$ cat config.mk
export PLATFORM = sky130hd
export DESIGN_NAME = cpu_sequencer_flat
export DESIGN_NICKNAME = d
export VERILOG_FILES = /design/src/rtl/cpu_pkg.sv /design/src/rtl/cpu_sequencer_if.sv /design/src/rtl/cond_check.sv /design/src/rtl/cpu_sequencer.sv /design/src/flat_wrapper.sv
export SDC_FILE = /design/constraint.sdc
export NUM_CORES = 1
export LEC_CHECK = 0
export CAP_MARGIN = 20
export CORE_ASPECT_RATIO = 1.1
export CORE_UTILIZATION = 45
export CTS_CLUSTER_SIZE = 24
export DETAILED_ROUTE_END_ITERATION = 8
export GPL_ROUTABILITY_DRIVEN = 0
export PLACE_DENSITY = 0.85
export SYNTH_ARGS = -nofsm -noshare
export SYNTH_HDL_FRONTEND = slang
export SYNTH_SLANG_ARGS = --single-unit
$ cat constraint.sdc
create_clock -name clk -period 4.5 [get_ports clk]
set_clock_uncertainty 0.1 [all_clocks]
set_input_delay 0.675 -clock clk [delete_from_list [all_inputs] [get_ports clk]]
set_output_delay 0.675 -clock clk [all_outputs]
set_load 0.05 [all_outputs]
$ cat src/rtl/cpu_pkg.sv
// Shared definitions for the 16-bit CPU sequencer: state codes, mux selects,
// instruction field layout, condition codes and flag bit positions.
package cpu_pkg;

    localparam int unsigned DATA_W  = 16;
    localparam int unsigned FLAG_W  = 5;
    localparam int unsigned STATE_W = 4;
    localparam int unsigned COND_W  = 4;
    localparam int unsigned SEL_W   = 2;

    typedef enum logic [STATE_W-1:0] {
        ST_IDLE      = 4'd0,
        ST_FETCH     = 4'd1,
        ST_DECODE    = 4'd2,
        ST_EXECUTE   = 4'd3,
        ST_MEM_ADDR  = 4'd4,
        ST_MEM_READ  = 4'd5,
        ST_MEM_LATCH = 4'd6,
        ST_MEM_WRITE = 4'd7,
        ST_WRITEBACK = 4'd8,
        ST_BRANCH    = 4'd9,
        ST_HALT      = 4'd10
    } state_e;

    typedef enum logic [1:0] {
        CLS_ALU,
        CLS_MEM,
        CLS_BRANCH,
        CLS_HALT
    } instr_class_e;

    // Instruction word layout: opcode, Rdest/condition, extended opcode, low nibble
    typedef struct packed {
        logic [3:0] opcode;
        logic [3:0] rd;
        logic [3:0] ext;
        logic [3:0] lo;
    } instr_t;

    localparam logic [SEL_W-1:0] PC_SEL_INC  = 2'b00;
    localparam logic [SEL_W-1:0] PC_SEL_REL  = 2'b01;
    localparam logic [SEL_W-1:0] PC_SEL_REG  = 2'b10;

    localparam logic [SEL_W-1:0] WB_SEL_ALU  = 2'b00;
    localparam logic [SEL_W-1:0] WB_SEL_MDR  = 2'b01;
    localparam logic [SEL_W-1:0] WB_SEL_LINK = 2'b10;

    localparam logic [DATA_W-1:0] HALT_INSTR = 16'hFFFF;
    localparam logic [DATA_W-1:0] NOP_INSTR  = 16'h0000;

    localparam logic [3:0] OPC_EXT   = 4'b0100;
    localparam logic [3:0] OPC_BCOND = 4'b1100;
    localparam logic [3:0] EXT_LOAD  = 4'b0000;
    localparam logic [3:0] EXT_STOR  = 4'b0100;
    localparam logic [3:0] EXT_JAL   = 4'b1000;
    localparam logic [3:0] EXT_JCOND = 4'b1100;

    localparam logic [COND_W-1:0] COND_EQ = 4'd0;
    localparam logic [COND_W-1:0] COND_NE = 4'd1;
    localparam logic [COND_W-1:0] COND_CS = 4'd2;
    localparam logic [COND_W-1:0] COND_CC = 4'd3;
    localparam logic [COND_W-1:0] COND_HI = 4'd4;
    localparam logic [COND_W-1:0] COND_LS = 4'd5;
    localparam logic [COND_W-1:0] COND_GT = 4'd6;
    localparam logic [COND_W-1:0] COND_LE = 4'd7;
    localparam logic [COND_W-1:0] COND_FS = 4'd8;
    localparam logic [COND_W-1:0] COND_FC = 4'd9;
    localparam logic [COND_W-1:0] COND_LO = 4'd10;
    localparam logic [COND_W-1:0] COND_HS = 4'd11;
    localparam logic [COND_W-1:0] COND_LT = 4'd12;
    localparam logic [COND_W-1:0] COND_GE = 4'd13;
    localparam logic [COND_W-1:0] COND_UC = 4'd14;
    localparam logic [COND_W-1:0] COND_NV = 4'd15;

    localparam int unsigned FLAG_C = 4;
    localparam int unsigned FLAG_L = 3;
    localparam int unsigned FLAG_F = 2;
    localparam int unsigned FLAG_Z = 1;
    localparam int unsigned FLAG_N = 0;

    // Decide which path a freshly fetched word takes out of DECODE
    function automatic instr_class_e classify(input logic [DATA_W-1:0] instr);
        instr_t f;
        f = instr_t'(instr);
        if (instr == HALT_INSTR)
            return CLS_HALT;
        if (f.opcode == OPC_BCOND)
            return CLS_BRANCH;
        if (f.opcode == OPC_EXT) begin
            if (f.ext == EXT_LOAD || f.ext == EXT_STOR)
                return CLS_MEM;
            if (f.ext == EXT_JCOND || f.ext == EXT_JAL)
                return CLS_BRANCH;
        end
        return CLS_ALU;
    endfunction

endpackage

$ cat src/rtl/cpu_sequencer_if.sv
// Control/status bundle between the sequencer and the CPU datapath.
interface cpu_sequencer_if;
    import cpu_pkg::*;

    logic                run;
    logic [DATA_W-1:0]   instr_in;
    logic [FLAG_W-1:0]   flags;
    logic [DATA_W-1:0]   ir;
    logic                ram_en_a;
    logic                ram_en_b;
    logic                ram_we_b;
    logic                mar_en;
    logic                mdr_en;
    logic                pc_en;
    logic [SEL_W-1:0]    pc_sel;
    logic                reg_we;
    logic [SEL_W-1:0]    wb_sel;
    logic                flag_en;
    logic                halted;
    logic [STATE_W-1:0]  state;

    modport master (
        input  run, instr_in, flags,
        output ir, ram_en_a, ram_en_b, ram_we_b, mar_en, mdr_en,
               pc_en, pc_sel, reg_we, wb_sel, flag_en, halted, state
    );

    modport slave (
        output run, instr_in, flags,
        input  ir, ram_en_a, ram_en_b, ram_we_b, mar_en, mdr_en,
               pc_en, pc_sel, reg_we, wb_sel, flag_en, halted, state
    );

endinterface

$ cat src/rtl/cond_check.sv
// Branch condition evaluation from the {C,L,F,Z,N} flag register.
module cond_check
    import cpu_pkg::*;
(
    input  logic [COND_W-1:0] cond,
    input  logic [FLAG_W-1:0] flags,
    output logic              taken
);

    logic c, l, f, z, n;

    assign c = flags[FLAG_C];
    assign l = flags[FLAG_L];
    assign f = flags[FLAG_F];
    assign z = flags[FLAG_Z];
    assign n = flags[FLAG_N];

    always_comb begin
        taken = 1'b0;
        case (cond)
            COND_EQ: taken = z;
            COND_NE: taken = ~z;
            COND_CS: taken = c;
            COND_CC: taken = ~c;
            COND_HI: taken = l;
            COND_LS: taken = ~l;
            COND_GT: taken = n;
            COND_LE: taken = ~n;
            COND_FS: taken = f;
            COND_FC: taken = ~f;
            COND_LO: taken = ~l & ~z;
            COND_HS: taken = l | z;
            COND_LT: taken = ~n & ~z;
            COND_GE: taken = n | z;
            COND_UC: taken = 1'b1;
            default: taken = 1'b0;
        endcase
    end

endmodule

$ cat src/rtl/cpu_sequencer.sv
// Multi-cycle instruction sequencer: holds IR and steps each instruction through
// fetch/decode/execute/memory/writeback, decoding datapath controls from state and IR.
module cpu_sequencer
    import cpu_pkg::*;
(
    input  logic            clk,
    input  logic            reset,
    cpu_sequencer_if.master bus
);

    state_e            state_q, state_d;
    logic [DATA_W-1:0] ir_q, ir_d;
    instr_t            ir_fields;
    state_e            boundary;
    logic              taken;

    assign ir_fields = instr_t'(ir_q);
    assign boundary  = bus.run ? ST_FETCH : ST_IDLE;
    assign bus.ir    = ir_q;
    assign bus.state = STATE_W'(state_q);

    cond_check u_cond_check (
        .cond  (ir_fields.rd),
        .flags (bus.flags),
        .taken (taken)
    );

    always_ff @(posedge clk or negedge reset) begin
        if (!reset) begin
            state_q <= ST_IDLE;
            ir_q    <= '0;
        end else begin
            state_q <= state_d;
            ir_q    <= ir_d;
        end
    end

    // Next-state and control decode; every control defaults low
    always_comb begin
        state_d      = state_q;
        ir_d         = ir_q;
        bus.ram_en_a = 1'b0;
        bus.ram_en_b = 1'b0;
        bus.ram_we_b = 1'b0;
        bus.mar_en   = 1'b0;
        bus.mdr_en   = 1'b0;
        bus.pc_en    = 1'b0;
        bus.pc_sel   = PC_SEL_INC;
        bus.reg_we   = 1'b0;
        bus.wb_sel   = WB_SEL_ALU;
        bus.flag_en  = 1'b0;
        bus.halted   = 1'b0;

        case (state_q)
            ST_IDLE: begin
                if (bus.run)
                    state_d = ST_FETCH;
            end
            ST_FETCH: begin
                bus.ram_en_a = 1'b1;
                state_d      = ST_DECODE;
            end
            ST_DECODE: begin
                // RAM port A data arrives this cycle; capture it and classify
                ir_d = bus.instr_in;
                case (classify(bus.instr_in))
                    CLS_HALT:   state_d = ST_HALT;
                    CLS_MEM:    state_d = ST_MEM_ADDR;
                    CLS_BRANCH: state_d = ST_BRANCH;
                    default:    state_d = ST_EXECUTE;
                endcase
            end
            ST_EXECUTE: begin
                bus.pc_en  = 1'b1;
                bus.pc_sel = PC_SEL_INC;
                if (ir_fields != instr_t'(NOP_INSTR)) begin
                    bus.reg_we  = 1'b1;
                    bus.wb_sel  = WB_SEL_ALU;
                    bus.flag_en = 1'b1;
                end
                state_d = boundary;
            end
            ST_MEM_ADDR: begin
                bus.mar_en = 1'b1;
                state_d    = (ir_fields.ext == EXT_STOR) ? ST_MEM_WRITE : ST_MEM_READ;
            end
            ST_MEM_READ: begin
                bus.ram_en_b = 1'b1;
                state_d      = ST_MEM_LATCH;
            end
            ST_MEM_LATCH: begin
                bus.mdr_en = 1'b1;
                state_d    = ST_WRITEBACK;
            end
            ST_WRITEBACK: begin
                bus.reg_we = 1'b1;
                bus.wb_sel = WB_SEL_MDR;
                bus.pc_en  = 1'b1;
                bus.pc_sel = PC_SEL_INC;
                state_d    = boundary;
            end
            ST_MEM_WRITE: begin
                bus.ram_en_b = 1'b1;
                bus.ram_we_b = 1'b1;
                bus.pc_en    = 1'b1;
                bus.pc_sel   = PC_SEL_INC;
                state_d      = boundary;
            end
            ST_BRANCH: begin
                bus.pc_en = 1'b1;
                if (ir_fields.opcode == OPC_BCOND) begin
                    bus.pc_sel = taken ? PC_SEL_REL : PC_SEL_INC;
                end else if (ir_fields.ext == EXT_JAL) begin
                    bus.pc_sel = PC_SEL_REG;
                    bus.reg_we = 1'b1;
                    bus.wb_sel = WB_SEL_LINK;
                end else begin
                    bus.pc_sel = taken ? PC_SEL_REG : PC_SEL_INC;
                end
                state_d = boundary;
            end
            ST_HALT: begin
                bus.halted = 1'b1;
                state_d    = ST_HALT;
            end
            default: begin
                state_d = ST_IDLE;
            end
        endcase
    end

endmodule

$ cat src/flat_wrapper.sv
// flat-port wrapper written by rule: the top's interface ports become plain ports
module cpu_sequencer_flat import cpu_pkg::*;
  (clk, reset, bus_run, bus_instr_in, bus_flags, bus_ir, bus_ram_en_a, bus_ram_en_b, bus_ram_we_b, bus_mar_en, bus_mdr_en, bus_pc_en, bus_pc_sel, bus_reg_we, bus_wb_sel, bus_flag_en, bus_halted, bus_state);
  cpu_sequencer_if bus_i ();
  input  logic clk;
  input  logic reset;
  input wire logic [$bits(bus_i.run)-1:0] bus_run;
  input wire logic [$bits(bus_i.instr_in)-1:0] bus_instr_in;
  input wire logic [$bits(bus_i.flags)-1:0] bus_flags;
  output wire logic [$bits(bus_i.ir)-1:0] bus_ir;
  output wire logic [$bits(bus_i.ram_en_a)-1:0] bus_ram_en_a;
  output wire logic [$bits(bus_i.ram_en_b)-1:0] bus_ram_en_b;
  output wire logic [$bits(bus_i.ram_we_b)-1:0] bus_ram_we_b;
  output wire logic [$bits(bus_i.mar_en)-1:0] bus_mar_en;
  output wire logic [$bits(bus_i.mdr_en)-1:0] bus_mdr_en;
  output wire logic [$bits(bus_i.pc_en)-1:0] bus_pc_en;
  output wire logic [$bits(bus_i.pc_sel)-1:0] bus_pc_sel;
  output wire logic [$bits(bus_i.reg_we)-1:0] bus_reg_we;
  output wire logic [$bits(bus_i.wb_sel)-1:0] bus_wb_sel;
  output wire logic [$bits(bus_i.flag_en)-1:0] bus_flag_en;
  output wire logic [$bits(bus_i.halted)-1:0] bus_halted;
  output wire logic [$bits(bus_i.state)-1:0] bus_state;
  assign bus_i.run = bus_run;
  assign bus_i.instr_in = bus_instr_in;
  assign bus_i.flags = bus_flags;
  assign bus_ir = bus_i.ir;
  assign bus_ram_en_a = bus_i.ram_en_a;
  assign bus_ram_en_b = bus_i.ram_en_b;
  assign bus_ram_we_b = bus_i.ram_we_b;
  assign bus_mar_en = bus_i.mar_en;
  assign bus_mdr_en = bus_i.mdr_en;
  assign bus_pc_en = bus_i.pc_en;
  assign bus_pc_sel = bus_i.pc_sel;
  assign bus_reg_we = bus_i.reg_we;
  assign bus_wb_sel = bus_i.wb_sel;
  assign bus_flag_en = bus_i.flag_en;
  assign bus_halted = bus_i.halted;
  assign bus_state = bus_i.state;
  cpu_sequencer u_core (.clk(clk), .reset(reset), .bus(bus_i));
endmodule
## After elaboration in Yosys (flattened, before gate mapping)

Index checks and enable logic that the tools add are counted.

- Logic and storage cells: 108
- Memories kept: 0
- Bits in latches: 0
- Bits of input ports: 24
- ROM bits: 0
- Register bits: 20
- Memory bits (writable): 0

- Div/mod/pow operators: 0
- Bitwise operators: 9
- Multiply operators: 0
- Reductions and logical operators: 8
- Shift operators: 0
- Equal/unequal tests: 37
- Order comparisons: 0
- Multiplexer cells: 52
- Add/subtract/negate cells: 0

Operator list:

| operator | count |
|---|---|
| $eq A4 B4 Y1 const B | 15 |
| $eq A4 B3 Y1 const B | 11 |
| $mux W2 | 17 |
| $pmux W4 S8 | 1 |
| $mux W1 | 29 |
| $eq A16 B16 Y1 const B | 1 |
| $eq A4 B2 Y1 const B | 4 |
| $reduce_bool A16 Y1 | 1 |
| $pmux W1 S15 | 1 |
| $logic_not A4 Y1 | 3 |
| $pmux W4 S3 | 1 |
| $eq A4 B1 Y1 const B | 2 |
| $not A1 Y1 | 5 |
| $eq A2 B2 Y1 const B | 2 |
| $mux W4 | 1 |
| $pmux W2 S2 | 1 |
| $reduce_or A4 Y1 | 1 |
| $pmux W1 S3 | 1 |
| $and A1 B1 Y1 | 2 |
| $eq A2 B1 Y1 const B | 1 |
| $logic_or A1 B1 Y1 | 2 |
| $ne A2 B2 Y1 const B | 1 |
| $or A1 B1 Y1 | 2 |
| $reduce_or A2 Y1 | 1 |

## Depth between registers and ports, before layout

- Depth in word-level cells: 20
- Gate-level depth with buffers: 9
- Gate-level depth less buffers: 9

## Hierarchy

From an unflattened synthesis, not the netlist that was laid out.

- Cells, all modules: 133
- Area total of the unflattened synthesis: 1305.0 µm²

Modules (own cells, without submodules):

| module | cells an instance | instances | sequential area each (µm²) | area an instance (µm²) |
|---|---|---|---|---|
| cpu_sequencer | 108 | 1 | 500.5 | 1124.8 |
| cond_check | 25 | 1 | 0.0 | 180.2 |

## Worst setup path before layout

No wires, ideal clock.

- Kind: reg-to-output
- Start: register u_core.state_q[1] (netlist: u_core.bus.state[1])
- End: output port bus_reg_we
- Path slack: 0.657 ns
- Stages on the path, launching flop included: 4
- Arrival: 3.068 ns
- Buffers on the path: 0
- Cells stage by stage: dfrtp_1 nand2_1 nor4_1 or3_1

- Longest elaborated chain between the ends: 2

Ends and longest elaborated chain:

| element | line | text |
|---|---|---|
| from (decl) | cpu_sequencer.sv:11 | `state_e state_q, state_d;` |
| from (signal assigned) | cpu_sequencer.sv:33 | `state_q <= state_d;` |
| $eq A4 B4 Y1 or $eq A4 B2 Y1 (tied branches) | cpu_sequencer.sv:54 | `case (state_q)` |
| $pmux W1 S3 * | cpu_sequencer.sv:54 |  |
| to (decl) | flat_wrapper.sv:18 | `output wire logic [$bits(bus_i.reg_we)-1:0] bus_reg_we;` |

Mark *: on every way between the ends. The rest lies on a longest branch, timed or not.

## Worst setup path after layout

- Start: input port bus_flags[1]
- End: output port bus_pc_sel[0]

- Longest elaborated chain between the ends: 6

Ends and longest elaborated chain:

| element | line | text |
|---|---|---|
| from (decl) | flat_wrapper.sv:9 | `input wire logic [$bits(bus_i.flags)-1:0] bus_flags;` |
| $not A1 Y1 | cond_check.sv:22, cond_check.sv:31, cond_check.sv:33 |  |
| $and A1 B1 Y1 (on tied branches) | cond_check.sv:33, cond_check.sv:31 |  |
| $pmux W1 S15 * | cond_check.sv:20 | `case (cond)` |
| $mux W1 * | cpu_sequencer.sv:112 | `bus.pc_sel = taken ? PC_SEL_REL : PC_SEL_INC;` |
| $mux W2 * | cpu_sequencer.sv:111 | `if (ir_fields.opcode == OPC_BCOND) begin` |
| $mux W2 * | cpu_sequencer.sv:54 |  |
| to (decl) | flat_wrapper.sv:17 | `output wire logic [$bits(bus_i.pc_sel)-1:0] bus_pc_sel;` |

Marks and branches as above.

==> flow_metrics.tcl <==
set metrics [dict create \
    drtIter0Drc 21 \
    min_path_cells 1 \
    crit-reg2reg-capture "u_core.bus.ir[15]" \
    slew_headroom 0.423 \
    ys_async_sr_fraction 1.00 \
    p_seq_frac 0.283 \
    ys_types 39 \
    start_kind "input pin" \
    overflow 0 \
    worst_pin_slew_ns 0.862 \
    die_w_um 53.3 \
    wl_per_cell_um 14.8 \
    p_leak_nw 0.732 \
    period_share 0.795 \
    drv_slew 0 \
    power_frac_clock 0.060 \
    drive_above_1_share 0.114 \
    antenna_found_initial 0 \
    nets 215 \
    multi_input_area_um2 727 \
    track_usage 0.235 \
    dp_hpwl_um 2530 \
    core_region_area_um2 2750 \
    reg2reg_depth 3 \
    drtAntennaViolNets 0 \
    tritoncts "done" \
    netlist_instances 132 \
    power.density_nw_per_um2 743 \
    layout_commonest_cell "clkdlybuf4s50_1" \
    cts.sinks 20 \
    cts_hold_buffers 0 \
    dr.pass1.iters 4 \
    end_kind "output pin" \
    switching_share 0.523 \
    status "completed" \
    num_io_pins 57 \
    routed_via_density 5.54 \
    max-cap-violations 0 \
    dieArea_um2 3120 \
    critPathKind "input pin to output pin" \
    path_max_fanout 4 \
    root_buffer "clkbuf_4" \
    portBuffers 56 \
    synth_ff_type "dfrtp_1" \
    setup_violations 0 \
    min_path_type "flip-flop to flip-flop" \
    syn2layout_area_growth_pct 43.5 \
    rows 20 \
    h-tree-depth 1 \
    synth_nets 160 \
    synth_seq_area_share 0.384 \
    cp.required_ns 3.72 \
    grt_max_degree 21 \
    drc 0 \
    clk_latency_ns 0.30 \
    peakVddDrop_mv 0.649 \
    post-place-ws_ns 0.915 \
    grt_pass1_vias 1190 \
    min_to "u_core.bus.ir[13]" \
    ff_latch_area_um2 500 \
    mostFrequentLayoutCells "clkdlybuf4s50_1 (56), dfrtp_1 (20), nor2_1 (12), nand2_1 (11), nor3_1 (9)" \
    drt_wl_total_um 3230 \
    grt_pass1_wl_um 5350 \
    comb_power_share 0.657 \
    r2r_start "u_core.bus.state[0]" \
    fin_ws_ns 0.923 \
    finalHoldViolations 0 \
    vias 1208 \
    synth_edf_count 0 \
    arrival_ns 2.80 \
    synth.avg_cell_area_um2 9.88 \
    synth-seq-cells 20 \
    start_util 0.474 \
    fin_tns_setup_ns 0 \
    ctsResizeCount 0 \
    clock_path_buffers 2 \
    cts_setup_buffers 0 \
    p_sw_mw 0.727 \
    min_period_ns 3.58 \
    synth_warnings 0 \
    max_clock_freq_mhz 280 \
    rsz0062_at_grt "false" \
    synthesis.area_um2 1300 \
    r2r_slack_ns 2.48 \
    cts_buffers 3 \
    dieHeight_um 58.5 \
    clkTransAtPathRegs_ns 0.10 \
    p_int_mw 0.663 \
    diodes 0 \
    worst_hold_startpoint "u_core.bus.ir[13]" \
    n_fill_cell 232 \
]
through the flow:
stage          hold WS, ns  area [µm²]  power (mW)  utilization  instances
2_1_floorplan        0.279        1300        1.05            -        132
3_3_place_gp         0.431        1850        1.29        0.671        215
3_5_place_dp         0.428        1850        1.31        0.671        215
4_1_cts              0.456        1870        1.39        0.680        218
5_1_grt              0.476        1870        1.46        0.680        218
6_report             0.455        1870        1.39        0.680        218
flip-flops by register name, indices dropped and copies added, names as in the netlist:
signal	flops
u_core.bus.ir	16
u_core.bus.state	4
per-layer routing:
metal	vias up	global-route usage	routed length, µm	part of all wire
met4	0	0.0940	49	0.015
met2	39	0.395	1640	0.51
met5	-	0	0	0
met3	5	0.0388	169	0.052
met1	575	0.296	1370	0.43
li1	589	-	-	-
power groups by stage:
stage               Combinational (mW)  Sequential [mW]  Clock [mW]
CTS                              0.918            0.391      0.0856
detailed placement               0.914            0.394           0
finish                           0.913            0.393      0.0834
floorplan                        0.414            0.637           0
global route                     0.957            0.412      0.0925
global placement                 0.900            0.389           0
cell type report:
class                           count  share of cell area
Inverter                            5              0.0100
Clock buffer                        3              0.0120
Tap cell                           33              0.0221
Sequential cell                    20               0.268
Multi-Input combinational cell    101               0.389
Timing Repair Buffer               56               0.300
worst max-delay path, cell delays in order:
cell and delay [ns]:
clkdlybuf4s50_1 0.46, nor2_1 0.16, a22oi_1 0.12, o32ai_1 0.29, a2111oi_2 0.09, nor3_1 0.19
clkdlybuf4s50_1 0.82
Yosys cell counts (all sizes together), types with 2 or more instances:
cell type / count / area share
a21oi: 5 / 0.019
buf: 5 / 0.041
dfrtp: 20 / 0.38
ha: 4 / 0.038
inv: 5 / 0.014
mux2: 14 / 0.14
nand2: 11 / 0.032
nand2b: 3 / 0.020
nand3: 3 / 0.012
nand4: 4 / 0.019
nor2: 12 / 0.035
nor2b: 2 / 0.0096
nor3: 10 / 0.047
nor3b: 4 / 0.023
nor4: 5 / 0.024
o21ai: 5 / 0.019
o31ai: 2 / 0.012
xnor2: 2 / 0.013
logic make-up (layout without fill, tap and decap cells):
family / count (synthesis) / after routing / share of synthesized area
multiplexers: 15 / 15 / 0.146
buffers and inverters: 11 / 64 / 0.0585
AO/OA/AOI/OAI: 20 / 20 / 0.103
adder cells (fa/ha/maj): 4 / 4 / 0.0384
XOR/XNOR: 3 / 3 / 0.0202
flip-flops: 20 / 20 / 0.384
AND/OR/NAND/NOR: 59 / 59 / 0.250
worst max path at each step:
stage	cells after the start	endpoint	startpoint	slack [ns]
floorplan	3	bus_reg_we	u_core.bus.state[1]	0.66
global placement	7	bus_pc_sel[0]	bus_flags[1]	0.96
detailed placement	7	bus_pc_sel[0]	bus_flags[2]	0.91
CTS	7	bus_pc_sel[0]	bus_flags[2]	0.91
global route	7	bus_pc_sel[0]	bus_flags[2]	0.80
finish	7	bus_pc_sel[0]	bus_flags[1]	0.92
No activity file was read; power rests on OpenSTA's default activity.
